### src/rtl/interp_result_packer.sv
// rtl/interp_result_packer.sv - packs interpolation result bytes into addressed ZBT write words (optional RESULT_CHECKSUM_EN adds chk_sum)
module interp_result_packer #(
    parameter int FIFO_AW    = 3,
    parameter int ADDR_W     = 19,
    parameter int LINE_WORDS = 180
) (
    input  logic              clk,
    input  logic              reset,
    input  logic              run,
    input  logic [2:0]        line_state,
    input  logic [7:0]        done_a,
    input  logic [7:0]        done_b,
    input  logic [7:0]        done_c,
    input  logic [7:0]        done_d,
    input  logic              frame_start,
    input  logic [ADDR_W-1:0] base_addr,
    input  logic [ADDR_W-1:0] line_stride,
    output logic              wr_valid,
    input  logic              wr_ready,
    output logic [31:0]       wr_data,
    output logic [ADDR_W-1:0] wr_addr,
    output logic              line_done,
    output logic              overflow,
    output logic              empty
`ifdef RESULT_CHECKSUM_EN
    ,
    output logic [31:0]       chk_sum
`endif
);

    localparam int DEPTH = 1 << FIFO_AW;
    localparam int WC_W  = $clog2(LINE_WORDS);
    localparam int ENT_W = ADDR_W + 32;

    typedef enum logic [1:0] {
        IDLE     = 2'd0,
        WAIT_ABC = 2'd1,
        WAIT_D   = 2'd2,
        PUSH     = 2'd3
    } state_t;

    state_t            state;
    state_t            state_next;

    logic [7:0]        cap_a;
    logic [7:0]        cap_b;
    logic [7:0]        cap_c;
    logic [7:0]        cap_d;

    logic [WC_W-1:0]   word_cnt;
    logic [ADDR_W-1:0] line_addr;
    logic [ADDR_W-1:0] stride;

    logic [ENT_W-1:0]  mem [DEPTH];
    logic [FIFO_AW:0]  wr_ptr;
    logic [FIFO_AW:0]  rd_ptr;
    logic [ENT_W-1:0]  rd_entry;

    logic              group_edge;
    logic              push;
    logic              push_ok;
    logic              pop;
    logic              full;
    logic              last_word;
    logic [31:0]       push_data;
    logic [ADDR_W-1:0] push_addr;

    // S3 and S7 are the states where bytes a/b/c of a group are valid
    assign group_edge = run && ((line_state == 3'd3) || (line_state == 3'd7));

    assign push      = (state == PUSH);
    assign push_data = {cap_d, cap_c, cap_b, cap_a};
    assign push_addr = line_addr + ADDR_W'(word_cnt);
    assign last_word = (word_cnt == WC_W'(LINE_WORDS - 1));

    // FIFO status: extra pointer bit separates full from empty
    assign empty    = (wr_ptr == rd_ptr);
    assign full     = (wr_ptr[FIFO_AW] != rd_ptr[FIFO_AW]) &&
                      (wr_ptr[FIFO_AW-1:0] == rd_ptr[FIFO_AW-1:0]);
    assign pop      = !empty && wr_ready;
    assign push_ok  = push && (!full || pop);

    // first-word-fall-through read port, zeroed while nothing is queued
    assign rd_entry  = mem[rd_ptr[FIFO_AW-1:0]];
    assign wr_valid  = !empty;
    assign wr_data   = empty ? 32'd0 : rd_entry[31:0];
    assign wr_addr   = empty ? '0 : rd_entry[ENT_W-1:32];

    // a line ends on the push attempt of its last word, dropped or not
    assign line_done = push && last_word;

    // state register
    always_ff @(posedge clk or posedge reset) begin
        if (reset) begin
            state <= IDLE;
        end else begin
            state <= state_next;
        end
    end

    // next-state logic; frame_start restarts group capture from any state
    always_comb begin
        state_next = state;
        if (frame_start) begin
            state_next = WAIT_ABC;
        end else begin
            case (state)
                IDLE:     state_next = IDLE;
                WAIT_ABC: if (group_edge) state_next = WAIT_D;
                WAIT_D:   state_next = run ? PUSH : WAIT_ABC;
                PUSH:     state_next = WAIT_ABC;
                default:  state_next = IDLE;
            endcase
        end
    end

    // byte capture: a/b/c at the group edge, d (registered clip) one cycle later
    always_ff @(posedge clk or posedge reset) begin
        if (reset) begin
            cap_a <= 8'd0;
            cap_b <= 8'd0;
            cap_c <= 8'd0;
            cap_d <= 8'd0;
        end else begin
            if (state == WAIT_ABC && group_edge) begin
                cap_a <= done_a;
                cap_b <= done_b;
                cap_c <= done_c;
            end
            if (state == WAIT_D && run) begin
                cap_d <= done_d;
            end
        end
    end

    // address generation advances on every push attempt so later words stay correctly placed
    always_ff @(posedge clk or posedge reset) begin
        if (reset) begin
            word_cnt  <= '0;
            line_addr <= '0;
            stride    <= '0;
        end else if (frame_start) begin
            word_cnt  <= '0;
            line_addr <= base_addr;
            stride    <= line_stride;
        end else if (push) begin
            if (last_word) begin
                word_cnt  <= '0;
                line_addr <= line_addr + stride;
            end else begin
                word_cnt  <= word_cnt + 1'b1;
            end
        end
    end

    // FIFO storage; contents need no reset because pointers gate visibility
    always_ff @(posedge clk) begin
        if (push_ok) begin
            mem[wr_ptr[FIFO_AW-1:0]] <= {push_addr, push_data};
        end
    end

    // FIFO pointers; frame_start leaves queued words in place
    always_ff @(posedge clk or posedge reset) begin
        if (reset) begin
            wr_ptr <= '0;
            rd_ptr <= '0;
        end else begin
            if (push_ok) wr_ptr <= wr_ptr + 1'b1;
            if (pop)     rd_ptr <= rd_ptr + 1'b1;
        end
    end

    // sticky drop flag; frame_start clear wins over a same-cycle drop
    always_ff @(posedge clk or posedge reset) begin
        if (reset) begin
            overflow <= 1'b0;
        end else if (frame_start) begin
            overflow <= 1'b0;
        end else if (push && !push_ok) begin
            overflow <= 1'b1;
        end
    end

`ifdef RESULT_CHECKSUM_EN
    // running modulo-2^32 sum of words actually accepted into the FIFO
    always_ff @(posedge clk or posedge reset) begin
        if (reset) begin
            chk_sum <= 32'd0;
        end else if (frame_start) begin
            chk_sum <= 32'd0;
        end else if (push_ok) begin
            chk_sum <= chk_sum + push_data;
        end
    end
`endif

endmodule
### config.mk
export PLATFORM = sky130hd
export DESIGN_NAME = interp_result_packer
export DESIGN_NICKNAME = d
export VERILOG_FILES = /design/src/rtl/interp_result_packer.sv
export SDC_FILE = /design/constraint.sdc
export NUM_CORES = 1
export LEC_CHECK = 0
export BUFFER_PORTS_ARGS = -buffer_cell sky130_fd_sc_hd__buf_2
export CAP_MARGIN = 10
export CORE_MARGIN = 5
export CORE_UTILIZATION = 55
export CTS_BUF_LIST = sky130_fd_sc_hd__clkbuf_8
export CTS_CLUSTER_DIAMETER = 150
export DETAILED_ROUTE_END_ITERATION = 10
export GPL_ROUTABILITY_DRIVEN = 0
export PLACE_DENSITY = 0.73
export SYNTH_ARGS = -nofsm -noshare
export SYNTH_HDL_FRONTEND = slang
export SYNTH_SLANG_ARGS = --single-unit
### constraint.sdc
create_clock -name clk -period 7.2 [get_ports clk]
set_clock_uncertainty 0.1 [all_clocks]
set_input_delay 1.8 -clock clk [delete_from_list [all_inputs] [get_ports clk]]
set_output_delay 1.8 -clock clk [all_outputs]
set_load 0.005 [all_outputs]
# Word-level counts from Yosys, hierarchy flattened
# Memory sizes are Yosys's and may differ from the RTL's.
# Cells that the tools add are included.
# W data, S select, Z words.
# totals
reg_bits,89
mem_bits_rw,408
word_cells,61
memories,1
# classes
n_addsub,5
eq_ne,10
n_mux,16
n_reduce_logical,18
# memory_table
memory,depth,width,rd,rd_clocked_by_memory_dff,wr,line_no,source
mem,8,51,1,0,1,54,logic [ENT_W-1:0] mem [DEPTH];
# op_table
op,count
$mux W19,4
$mux W32,1
$mux W8,3
$add A19 B19 Y19,1
$add A19 B8 Y19,1
$add A4 B1 Y4 const B,2
$add A8 B1 Y8 const B,1
$eq A8 B8 Y1 const B,1
$logic_and A1 B1 Y1,8
$pmux W2 S4,1
$mux W2,3
$reduce_bool A2 Y1,3
$eq A2 B2 Y1 const B,2
$eq A4 B4 Y1,1
$mux W1,4
$eq A3 B2 Y1 const B,1
$eq A3 B3 Y1,1
$eq A3 B3 Y1 const B,1
$logic_not A1 Y1,3
$ne A3 B3 Y1 const B,1
$eq A2 B1 Y1 const B,1
$logic_not A2 Y1,1
$logic_or A1 B1 Y1,2
$reduce_and A2 Y1,1
$ne A1 B1 Y1,1

# Logic depth before layout (Yosys ltp)
# depth
word_depth,9
ltp_mapped,10
mapped_depth_nobuf,10

# Least setup slack after synthesis
# Ideal clock, no wire load.
# synth_path
kind,input to register
from,input port wr_ready
to,"memory mem[2][0] (netlist bit), enable pin"
setup_ns,0.533
arrival_ns,6.006
slack_ns,0.560
stages,3
path_buffers,0
cell_sequence,nor3_1 or3_1 nor3b_1
# synth_via
elab_chain_len,5
# synth_rtl
element,line_no,source
"start, declared",19,"input logic wr_ready,"
$logic_and A1 B1 Y1,80,assign pop = !empty && wr_ready;
$logic_or A1 B1 Y1,81,assign push_ok = push && (!full || pop);
$logic_and A1 B1 Y1,81,
$mux W1,158,if (push_ok) begin
$mux W1 (not written as such),159,"mem[wr_ptr[FIFO_AW-1:0]] <= {push_addr, push_data};"
"end, declared",54,
# Every way passes these cells.

# Worst setup path after layout
# layout_path
from,register rd_ptr[0]
to,output port wr_addr[8]
# layout_via
elab_chain_len,2
word_cells_on_any_way,3
# layout_rtl
element,line_no,source
"start, declared",56,logic [FIFO_AW:0] rd_ptr;
"start signal, assigned",170,if (pop) rd_ptr <= rd_ptr + 1'b1;
$mem_v2 Z8 W51 or $eq A4 B4 Y1 (tied branches),n/a,
$mux W19 (*),87,assign wr_addr = empty ? '0 : rd_entry[ENT_W-1:32];
"end, declared",21,"output logic [ADDR_W-1:0] wr_addr,"
# Every way passes the cells marked *; elsewhere a longest branch is shown, timed or not.

==> impl_results.html <==
<table>
<tr><th>Metric</th><th>Value</th></tr>
<tr><th colspan="2">Status</th></tr>
<tr><td>Run status</td><td>finished clean</td></tr>
<tr><th colspan="2">Floorplan</th></tr>
<tr><td>CORE AREA</td><td>36800 um^2</td></tr>
<tr><td>Number of rows in the core area</td><td>70</td></tr>
<tr><td>Chip height</td><td>203 um</td></tr>
<tr><td>Number of ports placed on the die boundary</td><td>133</td></tr>
<tr><td>Initial core utilization</td><td>55.9%</td></tr>
<tr><td>Area of the die</td><td>41300 um^2</td></tr>
<tr><td>Chip width</td><td>203 um</td></tr>
<tr><th colspan="2">Yosys</th></tr>
<tr><td>Distinct cell type count of the synthesized netlist</td><td>56</td></tr>
<tr><td>Post-synthesis cell area</td><td>20600 um^2</td></tr>
<tr><td>Net Count, Synth</td><td>1252</td></tr>
<tr><td>Sequential cell area fraction in the yosys report</td><td>70.4%</td></tr>
<tr><td>Biggest area consumer among synthesized cells</td><td>sky130_fd_sc_hd__edfxtp_1</td></tr>
<tr><td>EDFF count, synth</td><td>408</td></tr>
<tr><td>Number of synthesized register bits</td><td>497</td></tr>
<tr><td>Fraction of synthesized cell area taken by the top area cell type</td><td>59.6%</td></tr>
<tr><td>Asr flop ratio synth</td><td>17.9%</td></tr>
<tr><td>Syn Area/Cell</td><td>18.0 um^2</td></tr>
<tr><td>Total of warnings raised by yosys</td><td>0</td></tr>
<tr><td>Most common flop cell mapped by yosys</td><td>sky130_fd_sc_hd__edfxtp_1</td></tr>
<tr><td>Count of mapped cells out of synthesis</td><td>1143</td></tr>
<tr><td>Top post-synthesis cells by area</td><td>sky130_fd_sc_hd__edfxtp_1, sky130_fd_sc_hd__mux4_2, sky130_fd_sc_hd__dfrtp_1</td></tr>
<tr><th colspan="2">STA</th></tr>
<tr><td>Worst-Margin Slew</td><td>1.12 ns</td></tr>
<tr><td>Setup repair after global routing missed its margin</td><td>false</td></tr>
<tr><td>Crit share post-route</td><td>73.3%</td></tr>
<tr><td>Worst hold slack across all endpoints</td><td>0.386 ns</td></tr>
<tr><td>Setup TNS Final</td><td>0 ns</td></tr>
<tr><td>Minimum clock period</td><td>5.28 ns</td></tr>
<tr><td>Final number of max-transition violations</td><td>0</td></tr>
<tr><td>Setup-failing EPs final</td><td>0</td></tr>
<tr><td>Worst slew margin relative to its limit</td><td>24.7%</td></tr>
<tr><td>Fin. Hold Viols</td><td>0</td></tr>
<tr><td>Achievable frequency</td><td>0.189 GHz</td></tr>
<tr><th colspan="2">Clocking</th></tr>
<tr><td>Worst-path clk slew</td><td>0.06 ns</td></tr>
<tr><td>Post-CTS repair timing setup buffer count</td><td>0</td></tr>
<tr><td>CTS Hold Buffers Added</td><td>0</td></tr>
<tr><td>Worst-case clock buffer depth</td><td>3</td></tr>
<tr><td>Inserted Clock Buffers</td><td>81</td></tr>
<tr><td>Post-cts gate resize count</td><td>0</td></tr>
<tr><td>Clock tree from TritonCTS</td><td>yes</td></tr>
<tr><td>Number of clock sinks</td><td>497</td></tr>
<tr><td>Clk root buf</td><td>sky130_fd_sc_hd__clkbuf_8</td></tr>
<tr><td>H-tree lvl count</td><td>3</td></tr>
<tr><td>Clock latency of the later-clocked register in the worst-skew pair</td><td>0.62 ns</td></tr>
<tr><th colspan="2">Worst setup path</th></tr>
<tr><td>CP peak stage delay</td><td>0.81 ns</td></tr>
<tr><td>Critical path fanouts, max</td><td>49</td></tr>
<tr><td>Type of the worst setup path</td><td>register to output pin</td></tr>
<tr><td>First element of the critical path</td><td>rd_ptr[0]</td></tr>
<tr><td>Critical Path Source Type</td><td>register</td></tr>
<tr><td>Required @ worst endpoint</td><td>5.30 ns</td></tr>
<tr><td>Signal arrival time at the worst endpoint</td><td>3.38 ns</td></tr>
<tr><td>Worst Setup End Kind</td><td>output pin</td></tr>
<tr><td>Buffering stage count on the worst path with inverters included</td><td>2</td></tr>
<tr><td>Count of cells along the worst register-to-register path</td><td>7</td></tr>
<tr><td>Flop-to-flop setup slack</td><td>3.46 ns</td></tr>
<tr><td>Cell family with most CP delay</td><td>buffers and inverters</td></tr>
<tr><td>Origin of the critical flop-to-flop path</td><td>rd_ptr[2]</td></tr>
<tr><td>Ordered cell list for the critical path</td><td>buf_4 &gt; mux4_2 &gt; mux2i_1 &gt; nor2_1 &gt; buf_2</td></tr>
<tr><td>Cell at the slowest stage of the critical path</td><td>sky130_fd_sc_hd__buf_4</td></tr>
<tr><td>Destination of the worst register-to-register timing path</td><td>mem[5][50]</td></tr>
<tr><th colspan="2">GRT</th></tr>
<tr><td>Total routing resource utilization after global routing</td><td>20.2%</td></tr>
<tr><td>Final global-route overflow total</td><td>0</td></tr>
<tr><td>Maximum number of pins on one net before global-route repair</td><td>68</td></tr>
<tr><td>Vias in the first global route</td><td>11359</td></tr>
<tr><td>Initial antenna violation count</td><td>1</td></tr>
<tr><td>First-pass GRT wire length</td><td>64.3 mm</td></tr>
<tr><th colspan="2">Hold path</th></tr>
<tr><td>Startpoint of the lowest-slack hold path</td><td>wr_ptr[3]</td></tr>
<tr><td>Worst hold path cell count</td><td>1</td></tr>
<tr><td>Hold-critical path endpoint</td><td>wr_ptr[3]</td></tr>
<tr><td>Kind of path behind the tightest hold check</td><td>register to register</td></tr>
<tr><th colspan="2">Place</th></tr>
<tr><td>Count of buffers inserted at the top-level ports</td><td>131</td></tr>
<tr><td>Post-detailed-placement half-perimeter wirelength</td><td>24.0 mm</td></tr>
<tr><th colspan="2">Finish</th></tr>
<tr><td>Diode insertion count for antenna repair</td><td>0</td></tr>
<tr><td>Synthesis-to-finish area growth</td><td>13.7%</td></tr>
<tr><td>Number of inserted filler cells in the final layout</td><td>2604</td></tr>
<tr><td>Layout cell share with drive strength beyond 1</td><td>31.3%</td></tr>
<tr><td>Nets@finish</td><td>1433</td></tr>
<tr><th colspan="2">Power</th></tr>
<tr><td>Pwr Density</td><td>342 nW/um^2</td></tr>
<tr><td>Standby leakage power</td><td>0.00861 uW</td></tr>
<tr><td>Peak supply drop</td><td>0.230 mV</td></tr>
<tr><th colspan="2">Routing</th></tr>
<tr><td>Final wirelength</td><td>40.9 mm</td></tr>
<tr><td>Number of violations reported at the end of detailed-routing iteration 0</td><td>645</td></tr>
<tr><td>Remaining antenna violation count</td><td>0</td></tr>
<tr><td>Drt wl/cell</td><td>22.0 um</td></tr>
<tr><td>Total via count after detailed routing</td><td>10773</td></tr>
<tr><td>Detailed-routing iteration count for the pre-antenna-repair pass</td><td>5</td></tr>
<tr><td>Average vias per placed instance</td><td>5.79</td></tr>
<tr><td>DRC violation count after routing</td><td>0</td></tr>
<tr><th colspan="2">Flow run</th></tr>
<tr><td>Max-capacitance violation count</td><td>0</td></tr>
</table>
==> kinds of logic (layout without fill, tap and decap cells) <==
logic type	Yosys count	after routing	synth area share (%)
adder cells (fa/ha/maj)	31	31	1.96
XOR/XNOR	44	44	1.87
flip-flops	497	497	70.4
AO/OA/AOI/OAI	97	97	2.91
AND/OR/NAND/NOR	191	191	4.35
buffers and inverters	70	319	1.56
multiplexers	213	213	16.9
==> stage by stage <==
step	area (um^2)	instances	setup slack [ns]	total power [uW]	util, %
finish	23400	1860	1.92	8000	63.6
global route	23400	1860	1.62	8430	63.6
CTS	23400	1860	1.73	8110	63.6
detailed placement	21800	1709	2.41	5710	59.2
global placement	21800	1709	2.41	5670	59.2
floorplan	20600	1143	0.560	5000	-
==> how the worst max path moves through the flow <==
stage,to,slack [ns],cells past startpoint
floorplan,mem[2][0],0.56,3
global placement,wr_addr[8],2.41,5
detailed placement,wr_addr[8],2.41,5
CTS,wr_addr[8],1.73,5
global route,wr_addr[8],1.62,5
finish,wr_addr[8],1.92,5
==> power by group <==
group / switching [uW] / internal [uW]
Combinational: 967 / 1040
Sequential: 273 / 3330
Clock: 1090 / 1300
==> cell usage in the layout (no fill, tap or decap), types with 29 or more instances in the layout <==
cell type,n
sky130_fd_sc_hd__edfxtp_1,408
sky130_fd_sc_hd__buf_2,131
sky130_fd_sc_hd__mux4_2,102
sky130_fd_sc_hd__clkbuf_8,87
sky130_fd_sc_hd__dfrtp_1,86
sky130_fd_sc_hd__nor2_1,79
sky130_fd_sc_hd__mux2i_1,57
sky130_fd_sc_hd__mux2_2,54
sky130_fd_sc_hd__inv_1,50
sky130_fd_sc_hd__nand2_1,45
sky130_fd_sc_hd__a21oi_1,29
sky130_fd_sc_hd__ha_1,29
==> metal layers <==
metal	track usage, %	routed length, um	up-vias
met3	4.79	2710	70
met5	0	7	-
met4	6.05	835	2
li1	-	-	4877
met1	26.8	16600	5500
met2	33.9	20700	324
==> synthesized netlist by cell type (4+ instances only) <==
master,number
sky130_fd_sc_hd__a211oi_1,5
sky130_fd_sc_hd__a21o_1,9
sky130_fd_sc_hd__a21oi_1,29
sky130_fd_sc_hd__a31oi_1,6
sky130_fd_sc_hd__and3_1,7
sky130_fd_sc_hd__buf_1,6
sky130_fd_sc_hd__buf_2,21
sky130_fd_sc_hd__buf_4,4
sky130_fd_sc_hd__clkbuf_1,21
sky130_fd_sc_hd__dfrtp_1,89
sky130_fd_sc_hd__edfxtp_1,408
sky130_fd_sc_hd__ha_1,29
sky130_fd_sc_hd__inv_1,13
sky130_fd_sc_hd__mux2_2,54
sky130_fd_sc_hd__mux2i_1,57
sky130_fd_sc_hd__mux4_2,102
sky130_fd_sc_hd__nand2_1,45
sky130_fd_sc_hd__nand2b_1,8
sky130_fd_sc_hd__nand3_1,8
sky130_fd_sc_hd__nand4_1,6
sky130_fd_sc_hd__nor2_1,81
sky130_fd_sc_hd__nor3_1,8
sky130_fd_sc_hd__nor3b_1,9
sky130_fd_sc_hd__o21a_1,4
sky130_fd_sc_hd__o21ai_0,26
sky130_fd_sc_hd__xnor2_1,25
sky130_fd_sc_hd__xor2_1,19
==> sequential cells by signal, summed over array words and instances, names as in the netlist <==
| register | count |
|---|---|
| mem | 408 |
| line_addr | 19 |
| stride | 19 |
| cap_a | 8 |
| cap_b | 8 |
| cap_c | 8 |
| cap_d | 8 |
| word_cnt | 8 |
| rd_ptr | 4 |
| wr_ptr | 4 |
| state | 2 |
| overflow | 1 |
==> layout make-up <==
type | instances | area (um^2) | area share (%)
well taps | 468 | 586 | 2.50
clock inverters | 64 | 415 | 1.78
clock buffers | 87 | 1200 | 5.12
inverters | 15 | 58.8 | 0.252
flip-flops and latches | 497 | 14500 | 62.0
multi-input cells | 576 | 5810 | 24.9
repair buffers | 153 | 821 | 3.51
(Power assumes the default switching activity.)
